## src/rtl/braille_tx.sv

```systemverilog
// Serial Braille transmitter for ASCII digits '0'..'9'.
// Frame: two 0 start bits, dots 1,2,4,5, optional even-parity bit, then IDLE_GAP idle-high bits.
// A one-entry holding buffer lets the next digit be accepted mid-frame so frames run
// back-to-back. Non-digit characters are accepted, flagged on ERR for one cycle, and dropped.
// Optional feature: define BRAILLE_TX_PARITY_EN to append the parity bit after dot5.
module braille_tx #(
  parameter int unsigned IDLE_GAP = 1
) (
  input  logic       CLK,
  input  logic       R,
  input  logic [8:1] D,
  input  logic       VALID,
  output logic       READY,
  output logic       O,
  output logic       BUSY,
  output logic       ERR
);

  typedef enum logic [2:0] {
    StIdle,
    StStart0,
    StStart1,
    StData,
    StGap
`ifdef BRAILLE_TX_PARITY_EN
    , StParity
`endif
  } state_e;

  state_e      state_q;
  logic [1:0]  idx_q;
  logic [3:0]  sh_q;
  logic        par_q;
  logic [3:0]  cnt_q;
  logic        buf_full_q;
  logic [3:0]  buf_pat_q;
  logic        o_q;
  logic        err_q;

  logic        is_digit;
  logic        acc;
  logic        acc_dig;
  logic [3:0]  acc_pat;
  logic        last_bit;
  logic        frame_end;
  logic        start_go;
  logic [3:0]  start_pat;
  logic        buf_load;

  // Dot pattern {dot1, dot2, dot4, dot5} for the low nibble of a digit.
  function automatic logic [3:0] enc(input logic [3:0] n);
    logic [3:0] p;
    case (n)
      4'd1:    p = 4'b1000;
      4'd2:    p = 4'b1100;
      4'd3:    p = 4'b1010;
      4'd4:    p = 4'b1011;
      4'd5:    p = 4'b1001;
      4'd6:    p = 4'b1110;
      4'd7:    p = 4'b1111;
      4'd8:    p = 4'b1101;
      4'd9:    p = 4'b0110;
      4'd0:    p = 4'b0111;
      default: p = 4'b0000;
    endcase
    return p;
  endfunction

  // Handshake decode and frame sequencing decisions.
  always_comb begin
    is_digit = (D >= 8'h30) && (D <= 8'h39);
    acc      = VALID && !buf_full_q;
    acc_dig  = acc && is_digit;
    acc_pat  = enc(D[4:1]);
`ifdef BRAILLE_TX_PARITY_EN
    last_bit = (state_q == StParity);
`else
    last_bit = (state_q == StData) && (idx_q == 2'd3);
`endif
    // Edge on which the current bit is the final one of frame plus gap.
    frame_end = ((state_q == StGap) && (cnt_q == 4'd0)) || (last_bit && (IDLE_GAP == 0));
    // Buffered digit wins; otherwise a digit arriving on the final edge starts straight away.
    start_go  = ((state_q == StIdle) && acc_dig) || (frame_end && (buf_full_q || acc_dig));
    start_pat = buf_full_q ? buf_pat_q : acc_pat;
    buf_load  = acc_dig && (state_q != StIdle) && !frame_end;
  end

  // Frame FSM, holding buffer and registered outputs.
  always_ff @(posedge CLK) begin
    if (R) begin
      state_q    <= StIdle;
      idx_q      <= 2'd0;
      sh_q       <= 4'd0;
      par_q      <= 1'b0;
      cnt_q      <= 4'd0;
      buf_full_q <= 1'b0;
      buf_pat_q  <= 4'd0;
      o_q        <= 1'b1;
      err_q      <= 1'b0;
    end else begin
      err_q <= acc && !is_digit;

      if (buf_load) begin
        buf_full_q <= 1'b1;
        buf_pat_q  <= acc_pat;
      end else if (start_go && buf_full_q) begin
        buf_full_q <= 1'b0;
      end

      if (start_go) begin
        state_q <= StStart0;
        o_q     <= 1'b0;
        sh_q    <= start_pat;
        par_q   <= ^start_pat;
      end else if (last_bit) begin
        if (IDLE_GAP != 0) begin
          state_q <= StGap;
          cnt_q   <= 4'(IDLE_GAP - 1);
        end else begin
          state_q <= StIdle;
        end
        o_q <= 1'b1;
      end else begin
        case (state_q)
          StIdle: begin
            o_q <= 1'b1;
          end
          StStart0: begin
            state_q <= StStart1;
            o_q     <= 1'b0;
          end
          StStart1: begin
            state_q <= StData;
            idx_q   <= 2'd0;
            o_q     <= sh_q[3];
            sh_q    <= {sh_q[2:0], 1'b0};
          end
          StData: begin
            // Only reached for idx 0..2 here; idx 3 without parity is last_bit.
            if (idx_q != 2'd3) begin
              idx_q <= idx_q + 2'd1;
              o_q   <= sh_q[3];
              sh_q  <= {sh_q[2:0], 1'b0};
            end else begin
`ifdef BRAILLE_TX_PARITY_EN
              state_q <= StParity;
              o_q     <= par_q;
`else
              state_q <= StIdle;
              o_q     <= 1'b1;
`endif
            end
          end
          StGap: begin
            if (cnt_q != 4'd0) begin
              cnt_q <= cnt_q - 4'd1;
            end else begin
              state_q <= StIdle;
            end
            o_q <= 1'b1;
          end
          default: begin
            state_q <= StIdle;
            o_q     <= 1'b1;
          end
        endcase
      end
    end
  end

  assign READY = !buf_full_q;
  assign BUSY  = (state_q != StIdle) || buf_full_q;
  assign O     = o_q;
  assign ERR   = err_q;

endmodule

```

## config.mk

```make
export PLATFORM = sky130hd
export DESIGN_NAME = braille_tx
export DESIGN_NICKNAME = d
export VERILOG_FILES = /design/src/rtl/braille_tx.sv
export SDC_FILE = /design/constraint.sdc
export NUM_CORES = 1
export LEC_CHECK = 0
export CAP_MARGIN = 20
export CORE_ASPECT_RATIO = 1.2
export CORE_UTILIZATION = 48
export CTS_BUF_LIST = sky130_fd_sc_hd__clkbuf_4 sky130_fd_sc_hd__clkbuf_8 sky130_fd_sc_hd__clkbuf_16
export CTS_CLUSTER_DIAMETER = 150
export DETAILED_ROUTE_END_ITERATION = 10
export PLACE_DENSITY = 0.74
export SYNTH_ARGS = -nofsm -noshare
export SYNTH_HDL_FRONTEND = slang
export SYNTH_SLANG_ARGS = --single-unit
```

## constraint.sdc

```tcl
create_clock -name CLK -period 1.8 [get_ports CLK]
set_input_delay 0.27 -clock CLK [delete_from_list [all_inputs] [get_ports CLK]]
set_output_delay 0.27 -clock CLK [all_outputs]
set_load 0.05 [all_outputs]
```

; ---- Word level (Yosys, flattened, before mapping)
; Memory sizes are Yosys's and may differ from the RTL's.
; Index checks and enable logic that the tools add are counted.
[word_totals]
reg_bits = 20
rom_bits = 64
in_bits = 11
output_inout_bits = 4
word_cells = 90
n_memories = 1
[memory_table]
columns = memory, words, width, read_ports, rd_ports_with_merged_regs, wr, line
row1 = (no name shown), 16, 4, 1, 0, 0, 53  ; case (n)
[classes]
addsub = 2
magnitude_cmp = 2
n_eq_ne = 17
muxes = 21
bitwise = 3
reduce_logical = 34
[op_table]
columns = op, count
row1 = 4-bit two-way mux, 7
row2 = 3-bit case mux with 5 select lines, 1
row3 = 3-bit AND reduction, 5
row4 = 1-bit logical AND, 11
row5 = 3-bit two-way mux, 3
row6 = 3-bit inequality test (second input constant), 3
row7 = 8-bit by 6-bit >= comparator with 1-bit output (second input constant), 1
row8 = 8-bit by 6-bit <= comparator with 1-bit output (second input constant), 1
row9 = 2-bit inequality test (second input constant), 4
row10 = 4-bit inequality test (second input constant), 2
row11 = 4-bit case mux with 2 select lines, 1
row12 = 2-bit nonzero test, 4
row13 = 3-bit by 2-bit equality test with 1-bit output (second input constant), 2
row14 = 1-bit two-way mux, 6
row15 = 3-bit nonzero test, 2
row16 = 4-bit logical NOT, 1
row17 = 2-bit by 1-bit inequality test with 1-bit output (second input constant), 2
row18 = 2-bit case mux with 2 select lines, 1
row19 = 4-bit AND reduction, 1
row20 = 4-bit nonzero test, 1
row21 = 4-bit by 1-bit subtractor with 4-bit output (second input constant), 1
row22 = 3-bit by 1-bit equality test with 1-bit output (second input constant), 1
row23 = 3-bit equality test (second input constant), 1
row24 = 1-bit logical NOT, 3
row25 = 10 further kinds, 14

; ---- Logic depth before layout (Yosys ltp)
; Gate-level depths: netlist (run 1).
[logic_depth]
ltp_word = 9
depth_mapped = 8
mapped_depth_nobuf = 7

; ---- Worst setup path before layout (run 1)
; OpenSTA, ideal clock, no wires.
[synth_path]
path_kind = register -> register
start = register cnt_q[0]
end = register buf_pat_q[0]
setup_ns = 0.128
arrival_ns = 1.595
required_ns = 1.672
path_slack_ns = 0.078
path_stages_with_launch = 9
n_path_buf = 1
synth_period_minus_slack_ns = 1.722
cell_sequence = dfxtp_1 -> inv_1 -> ha_1 -> or3b_1 -> a21boi_0 -> or3b_1 -> buf_6 -> mux2i_1 -> nor2_1
[synth_via]
elab_chain_len = 4
[synth_lines]
columns = item, line
row1 = start: declaration, 34  ; logic [3:0] cnt_q;
row2 = start signal: assignment, 118  ; cnt_q <= 4'(IDLE_GAP - 1);
row3 = start signal: assignment, 156  ; cnt_q <= cnt_q - 4'd1;
row4 = 4-bit logical NOT, 81  ; frame_end = ((state_q == StGap) && (cnt_q == 4'd0)) || (last_bit && (IDLE_GAP == 0));
row5 = 1-bit logical AND, 81
row6 = 1-bit logical NOT, 85  ; buf_load = acc_dig && (state_q != StIdle) && !frame_end;
row7 = 1-bit logical AND, 85
row8 = end signal: assignment, 105  ; buf_pat_q <= acc_pat;
row9 = end: declaration, 36  ; logic [3:0] buf_pat_q;
; Every way passes these cells.
; A chain may end at the register's enable or synchronous reset.

; ---- Worst setup path in the final report (run 1)
[layout_path]
start = register cnt_q[0]
end = register sh_q[1]
[layout_via]
elab_chain_len = 6
elab_cells_between_ends = 9
cone_classes = 2 x eq/ne / 1 x mux / 6 x reduce/logical
[layout_lines]
columns = item, line
row1 = 4-bit logical NOT (*), 81
row2 = 1-bit logical AND (*), 81
row3 = 1-bit logical AND (*), 83  ; start_go = ((state_q == StIdle) && acc_dig) || (frame_end && (buf_full_q || acc_dig));
row4 = 1-bit logical OR (*), 83
row5 = "3-bit by 2-bit inequality test with 1-bit output (no line), or another cell as far along", --
row6 = 3-bit AND reduction (no line), --
row7 = end signal: assignment, 113  ; sh_q <= start_pat;
row8 = end signal: assignment, 136  ; sh_q <= {sh_q[2:0], 1'b0};
row9 = end signal: assignment, 143  ; sh_q <= {sh_q[2:0], 1'b0};
row10 = end: declaration, 32  ; logic [3:0] sh_q;
; Every way passes the cells marked *; elsewhere a longest branch is shown, timed or not.

==> results of run 1 <==
[layout make-up]
cell class | instances | area [um2] | area share
multi-input combinational | 99 | 777 | 0.492
tap | 31 | 38.8 | 0.0246
clock buffer | 3 | 22.5 | 0.0143
clock inverter | 1 | 30.0 | 0.0190
timing repair buffer | 34 | 284 | 0.180
inverter | 6 | 22.5 | 0.0143
sequential | 20 | 404 | 0.256
[what timing repair did]
item	in CTS	in global routing
buffers inserted	0	3
pin swaps	0	4
gates resized for setup	5	16
endpoints found under the setup margin	8	10
[where the power goes]
part / internal [mW] / switching [mW]
Clock: 0.225 / 0.141
Combinational: 0.0647 / 0.0629
Sequential: 0.446 / 0.00209
Total: 0.736 / 0.206
[cell families after synthesis]
kind of cell               after synthesis  synth area share
adders and majority gates                6            0.0640
DFF                                     20             0.342
buffers and inverters                   12            0.0576
and+or+nand+nor                         57             0.271
AOI/OAI and AO/OA                       32             0.232
muxes                                    4            0.0342
[cells in the mapped netlist (all sizes together)]
cell type | instances | area share
a211oi | 2 | 0.013
a21boi | 1 | 0.0064
a21oi | 8 | 0.041
a221oi | 2 | 0.020
a22oi | 4 | 0.026
a31oi | 4 | 0.034
and2b | 2 | 0.013
and3 | 2 | 0.016
buf | 3 | 0.029
clkbuf | 3 | 0.0096
dfxtp | 20 | 0.34
ha | 6 | 0.064
inv | 6 | 0.019
mux2i | 4 | 0.034
nand2 | 9 | 0.029
nand2b | 3 | 0.016
nand3 | 1 | 0.0043
nand3b | 6 | 0.038
nand4bb | 1 | 0.0096
nor2 | 18 | 0.058
nor2b | 3 | 0.016
nor3 | 4 | 0.017
nor3b | 2 | 0.013
nor4 | 1 | 0.0053
o211a | 1 | 0.015
o211ai | 1 | 0.011
o21ai | 4 | 0.017
o21bai | 2 | 0.022
o31ai | 2 | 0.013
o41ai | 1 | 0.014
or2 | 1 | 0.0053
or3b | 2 | 0.015
or4 | 2 | 0.016
[worst min-delay path: stages, from the launching register on]
cell,delay [ns]
dfxtp_1,0.33
nand3b_1,0.10
a21oi_2,0.05
[state kept, by name, summed over array words and instances, names as in the netlist]
register and flops:
ERR 1, O 1, buf_full_q 1, buf_pat_q 4, cnt_q 4, idx_q 2, sh_q 4, state_q 3
[metal layers]
| metal | part of all wire | wire length (um) | track usage | up-vias |
|---|---|---|---|---|
| met5 | 0 | 0 | 0 | - |
| met2 | 0.54 | 1420 | 0.377 | 11 |
| met4 | 0.013 | 35 | 0.0776 | 0 |
| met3 | 0.014 | 37 | 0.0390 | 4 |
| li1 | - | - | - | 536 |
| met1 | 0.43 | 1120 | 0.230 | 508 |
[worst max path at each step]
stage             start      endpoint  slack, ns
2_1_floorplan  cnt_q[0]  buf_pat_q[0]       0.08
3_3_place_gp       D[1]  buf_pat_q[0]      -0.28
3_5_place_dp       D[1]  buf_pat_q[3]      -0.35
4_1_cts        cnt_q[1]       sh_q[1]      0.003
5_1_grt        cnt_q[0]       sh_q[2]      -0.01
6_report       cnt_q[0]       sh_q[1]       0.06
==> impl_metrics.toml, run 1 <==
[final_layout]
final_area_mm2 = 0.00158
diodes = 0
drive_gt1_frac = 0.325
mostFrequentLayoutCells = "buf_4 (22), nor2_1 (18), dfxtp_1 (17)"
layout.cells.non_filler = 194
post-route-util = 0.685
nFillCells = 193
layout_commonest_cell = "buf_4"
area_delta_synth_final_pct = 34.7
layout.nets = 181

[sta]
finalCriticalPeriod_ns = 1.74
fin_worst_skew_ns = 0.00782
fmax_ghz = 0.575
slew_violations = 0
worst_slew_pin_slew_ns = 0.494
max_slew_margin = 0.669
setup_viol = 0
hold_ws_ns = 0.513
hold_viol_final = 0
period_share = 0.966
setup_tns_ns = 0
setup_ws_ns = 0.0612

[synthesis]
ys_warn_count = 0
syn_area_per_cell_um2 = 8.95
ys_types = 39
synthCells = 131
ys_seq_area_frac = 0.342
ys_ff_latch = 20
netlist_area_mm2 = 0.00117
syn_nets = 148

[global_route]
grt_max_degree = 21
antenna_found_initial = 0
grt_pass1_vias = 1018
overflow = 0
grt_pass1_wl_mm = 4.09
track_usage = 0.210

[critical_path]
worst-path-stages = 7
crit_type = "flip-flop to flip-flop"
worstSetupEndpointType = "flip-flop"
slowest_delay_ns = 0.40
r2r-end = "sh_q[1]"
regToRegSetupSlack_ns = 0.06
path_cells = "inv_2 > ha_4 > or3b_4 > o41ai_4 > o211a_4 > nand3b_1 > a31oi_1"
start_kind = "flip-flop"
reg2reg_depth = 7
arrival_ns = 1.93
reg2reg_from = "cnt_q[0]"
path_buf_inv = 1
cp_slowest_cell = "or3b_4"
path_max_fanout = 8
crit_family = "compound AO/OA/AOI/OAI gates"
worst-endpoint-required_ns = 1.99

[place]
post_dp_cell_area_mm2 = 0.00143
gp_congestion = 0.754
dp.cells = 187
io_buffers = 14
place_hpwl_mm = 1.92
dpl_worst_slack_ns = -0.347

[flow_run]
maxCapViolCount = 0

[drt]
vias_per_cell = 5.46
finalWirelength_mm = 2.62
drt.antenna.violating_nets = 0
routedWlPerCell_um = 13.5
vias = 1059
drt_iter0_drc = 11
drc_errors = 0
dr.pass1.iters = 3

[floorplan]
ios = 15
rows = 19
coreArea_mm2 = 0.00231
start_util = 0.508
die_w_um = 47.1
die_area_mm2 = 0.00265
die_h_um = 56.1

[clocking]
insertion_delay_ns = 0.30
cts.htree.levels = 1
cts_hold_buf = 0
cts-root-buf = "clkbuf_4"
clk_transition_reported_paths_ns = 0.12
cts_buffers = 3
clockBufferDepth = 2
clock-sinks = 20
cts_tree = "built"

[power_and_ir_drop]
peakVddDrop_v = 0.000674
pwr_density_cell_mw_per_mm2 = 597
power_mw = 0.942
p_leak_nw = 0.613

[worst_hold_path]
hold_depth = 2
hold_start = "sh_q[0]"
hp-class = "flip-flop to flip-flop"
min_to = "sh_q[0]"

[run_status]
outcome = "completed"
Power figures use the tool's default switching activity.
==> inputs of run 2 (changes only) <==
--- a/config.mk
+++ b/config.mk
@@ -9,7 +9,6 @@
 export CORE_ASPECT_RATIO = 1.2
 export CORE_UTILIZATION = 48
 export CTS_BUF_LIST = sky130_fd_sc_hd__clkbuf_4 sky130_fd_sc_hd__clkbuf_8 sky130_fd_sc_hd__clkbuf_16
-export CTS_CLUSTER_DIAMETER = 150
 export DETAILED_ROUTE_END_ITERATION = 10
 export PLACE_DENSITY = 0.74
 export SYNTH_ARGS = -nofsm -noshare
==> results of run 2 <==
Final layout, timing and power as in run 1 (identical DEF).
==> inputs of run 3 (changes only) <==
--- a/config.mk
+++ b/config.mk
@@ -7,10 +7,10 @@
 export LEC_CHECK = 0
 export CAP_MARGIN = 20
 export CORE_ASPECT_RATIO = 1.2
-export CORE_UTILIZATION = 48
+export CORE_UTILIZATION = 55
 export CTS_BUF_LIST = sky130_fd_sc_hd__clkbuf_4 sky130_fd_sc_hd__clkbuf_8 sky130_fd_sc_hd__clkbuf_16
 export DETAILED_ROUTE_END_ITERATION = 10
-export PLACE_DENSITY = 0.74
+export PLACE_DENSITY = 0.79
 export SYNTH_ARGS = -nofsm -noshare
 export SYNTH_HDL_FRONTEND = slang
 export SYNTH_SLANG_ARGS = --single-unit
==> constraint.sdc (replaced) <==
create_clock -name CLK -period 2.2 [get_ports CLK]
set_input_delay 0.33 -clock CLK [delete_from_list [all_inputs] [get_ports CLK]]
set_output_delay 0.33 -clock CLK [all_outputs]
set_load 0.05 [all_outputs]
==> run 3 against run 2 <==
Worst hold slack lost 0.0075 ns. First-iteration DRC count increased to 2.8 times the previous value. Count of clock-buffer cells in the layout did not move. Global-route usage up 2.6 points. Final cell count shrank 13%. Die area down 12%. Clock skew down 0.0068 ns. Combinational power down 29%. Register-to-register slack improved by 0.17 ns. Utilization is 3.9 points higher. Critical path type is now flip-flop to output pin.
==> impl_metrics.toml, run 3 (synthesis gave the netlist of run 1 again) <==
[run_status]
outcome = "completed"

[place]
place_hpwl_mm = 1.79
dpl_worst_slack_ns = -0.0891
gp_congestion = 0.734
dp.cells = 164
io_buffers = 14

[sta]
worst_slew_pin_slew_ns = 0.742
setup_viol = 0
slew_violations = 0
setup_ws_ns = 0.198
period_share = 0.910
finalCriticalPeriod_ns = 2.00
fin_worst_skew_ns = 0.000986
hold_viol_final = 0
fmax_ghz = 0.499
setup_tns_ns = 0
rsz0062_at_grt = "no"
hold_ws_ns = 0.505
max_slew_margin = 0.504

[final_layout]
seq_area_um2 = 400
drive_gt1_frac = 0.154
multiInputGateArea_um2 = 704
layout.cells.non_filler = 168
top_regs = "buf_pat_q (4), cnt_q (4), sh_q (4)"
nFillCells = 154
mostFrequentLayoutCells = "dfxtp_1 (20), nor2_1 (18), clkdlybuf4s50_1 (13)"
diodes = 0
post-route-util = 0.724
layout.nets = 167
area_delta_synth_final_pct = 18.2
layout_commonest_cell = "dfxtp_1"

[floorplan]
rows = 17
coreArea_mm2 = 0.00191
die_w_um = 44.1
die_area_mm2 = 0.00232
start_util = 0.612
die_h_um = 52.6
ios = 15

[clocking]
clock-sinks = 20
cts_resized = 0
insertion_delay_ns = 0.30
clk_transition_reported_paths_ns = 0.11
cts.htree.levels = 1
clockBufferDepth = 2
cts_buffers = 3
cts_hold_buf = 0
cts-root-buf = "clkbuf_4"
cts_tree = "built"
cts_setup_buffers = 0

[flow_run]
maxCapViolCount = 0

[worst_hold_path]
hold_start = "sh_q[0]"
hp-class = "flip-flop to flip-flop"

[global_route]
grt_max_degree = 21
grt_pass1_wl_mm = 4.07
grt_pass1_vias = 983
antenna_found_initial = 0
overflow = 0
track_usage = 0.236

[drt]
drt_iter0_drc = 31
vias_per_cell = 6.09
finalWirelength_mm = 2.37
drc_errors = 0
vias = 1023
dr.pass1.iters = 7
routedWlPerCell_um = 14.1
drt.antenna.violating_nets = 0

[critical_path]
reg2reg_from = "cnt_q[0]"
start_kind = "flip-flop"
path_max_fanout = 5
critPathLaunch = "buf_full_q"
arrival_ns = 1.67
crit_type = "flip-flop to output pin"
worst-endpoint-required_ns = 1.87
worstSetupEndpointType = "output pin"

[power_and_ir_drop]
peakVddDrop_v = 0.000444
pwr_density_cell_mw_per_mm2 = 544
p_leak_nw = 0.543
-- run 3: cell types whose count changed in the layout (fill, tap and decap cells not counted), sizes merged --
cell and delta:
buf -15, clkdlybuf4s50 +2, dlygate4sd2 -1
-- run 3: where the power goes --
group | switching [mW] | total (mW) | internal [mW]
Clock | 0.112 | 0.296 | 0.184
Combinational | 0.0456 | 0.0904 | 0.0448
Sequential | 0.00290 | 0.368 | 0.365
-- run 3: final cells by class --
class                           count  area share
Timing Repair Buffer               20       0.132
Sequential cell                    20       0.289
Clock inverter                      1      0.0217
Tap cell                           19      0.0171
Clock buffer                        3      0.0162
Multi-Input combinational cell     99       0.508
Inverter                            6      0.0162
-- run 3: layer usage --
metal | wire [um] | vias to the layer above | track usage
met5 | 0 | - | 0
met4 | 27 | 0 | 0.0808
met3 | 94 | 4 | 0.0345
met2 | 1260 | 31 | 0.439
met1 | 988 | 480 | 0.269
li1 | - | 508 | -
-- run 3: worst max-delay path, stage by stage, from the launching register on --
cell and delay (ns):
dfxtp_1 0.36, inv_1 0.17, clkdlybuf4s50_1 0.84
-- run 3: stage by stage --
stage	total power, mW	cell area [um2]
floorplan	0.427	1170
global placement	0.464	1330
detailed placement	0.467	1330
CTS	0.764	1390
global route	0.790	1390
finish	0.755	1390
-- run 3: final timing paths --
check,to,depth (start not counted),slack (ns)
setup / recovery,READY,2,0.20
hold / removal,sh_q[0],2,0.51
setup reg to reg,buf_pat_q[2],7,0.23
hold reg to reg,sh_q[0],2,0.51
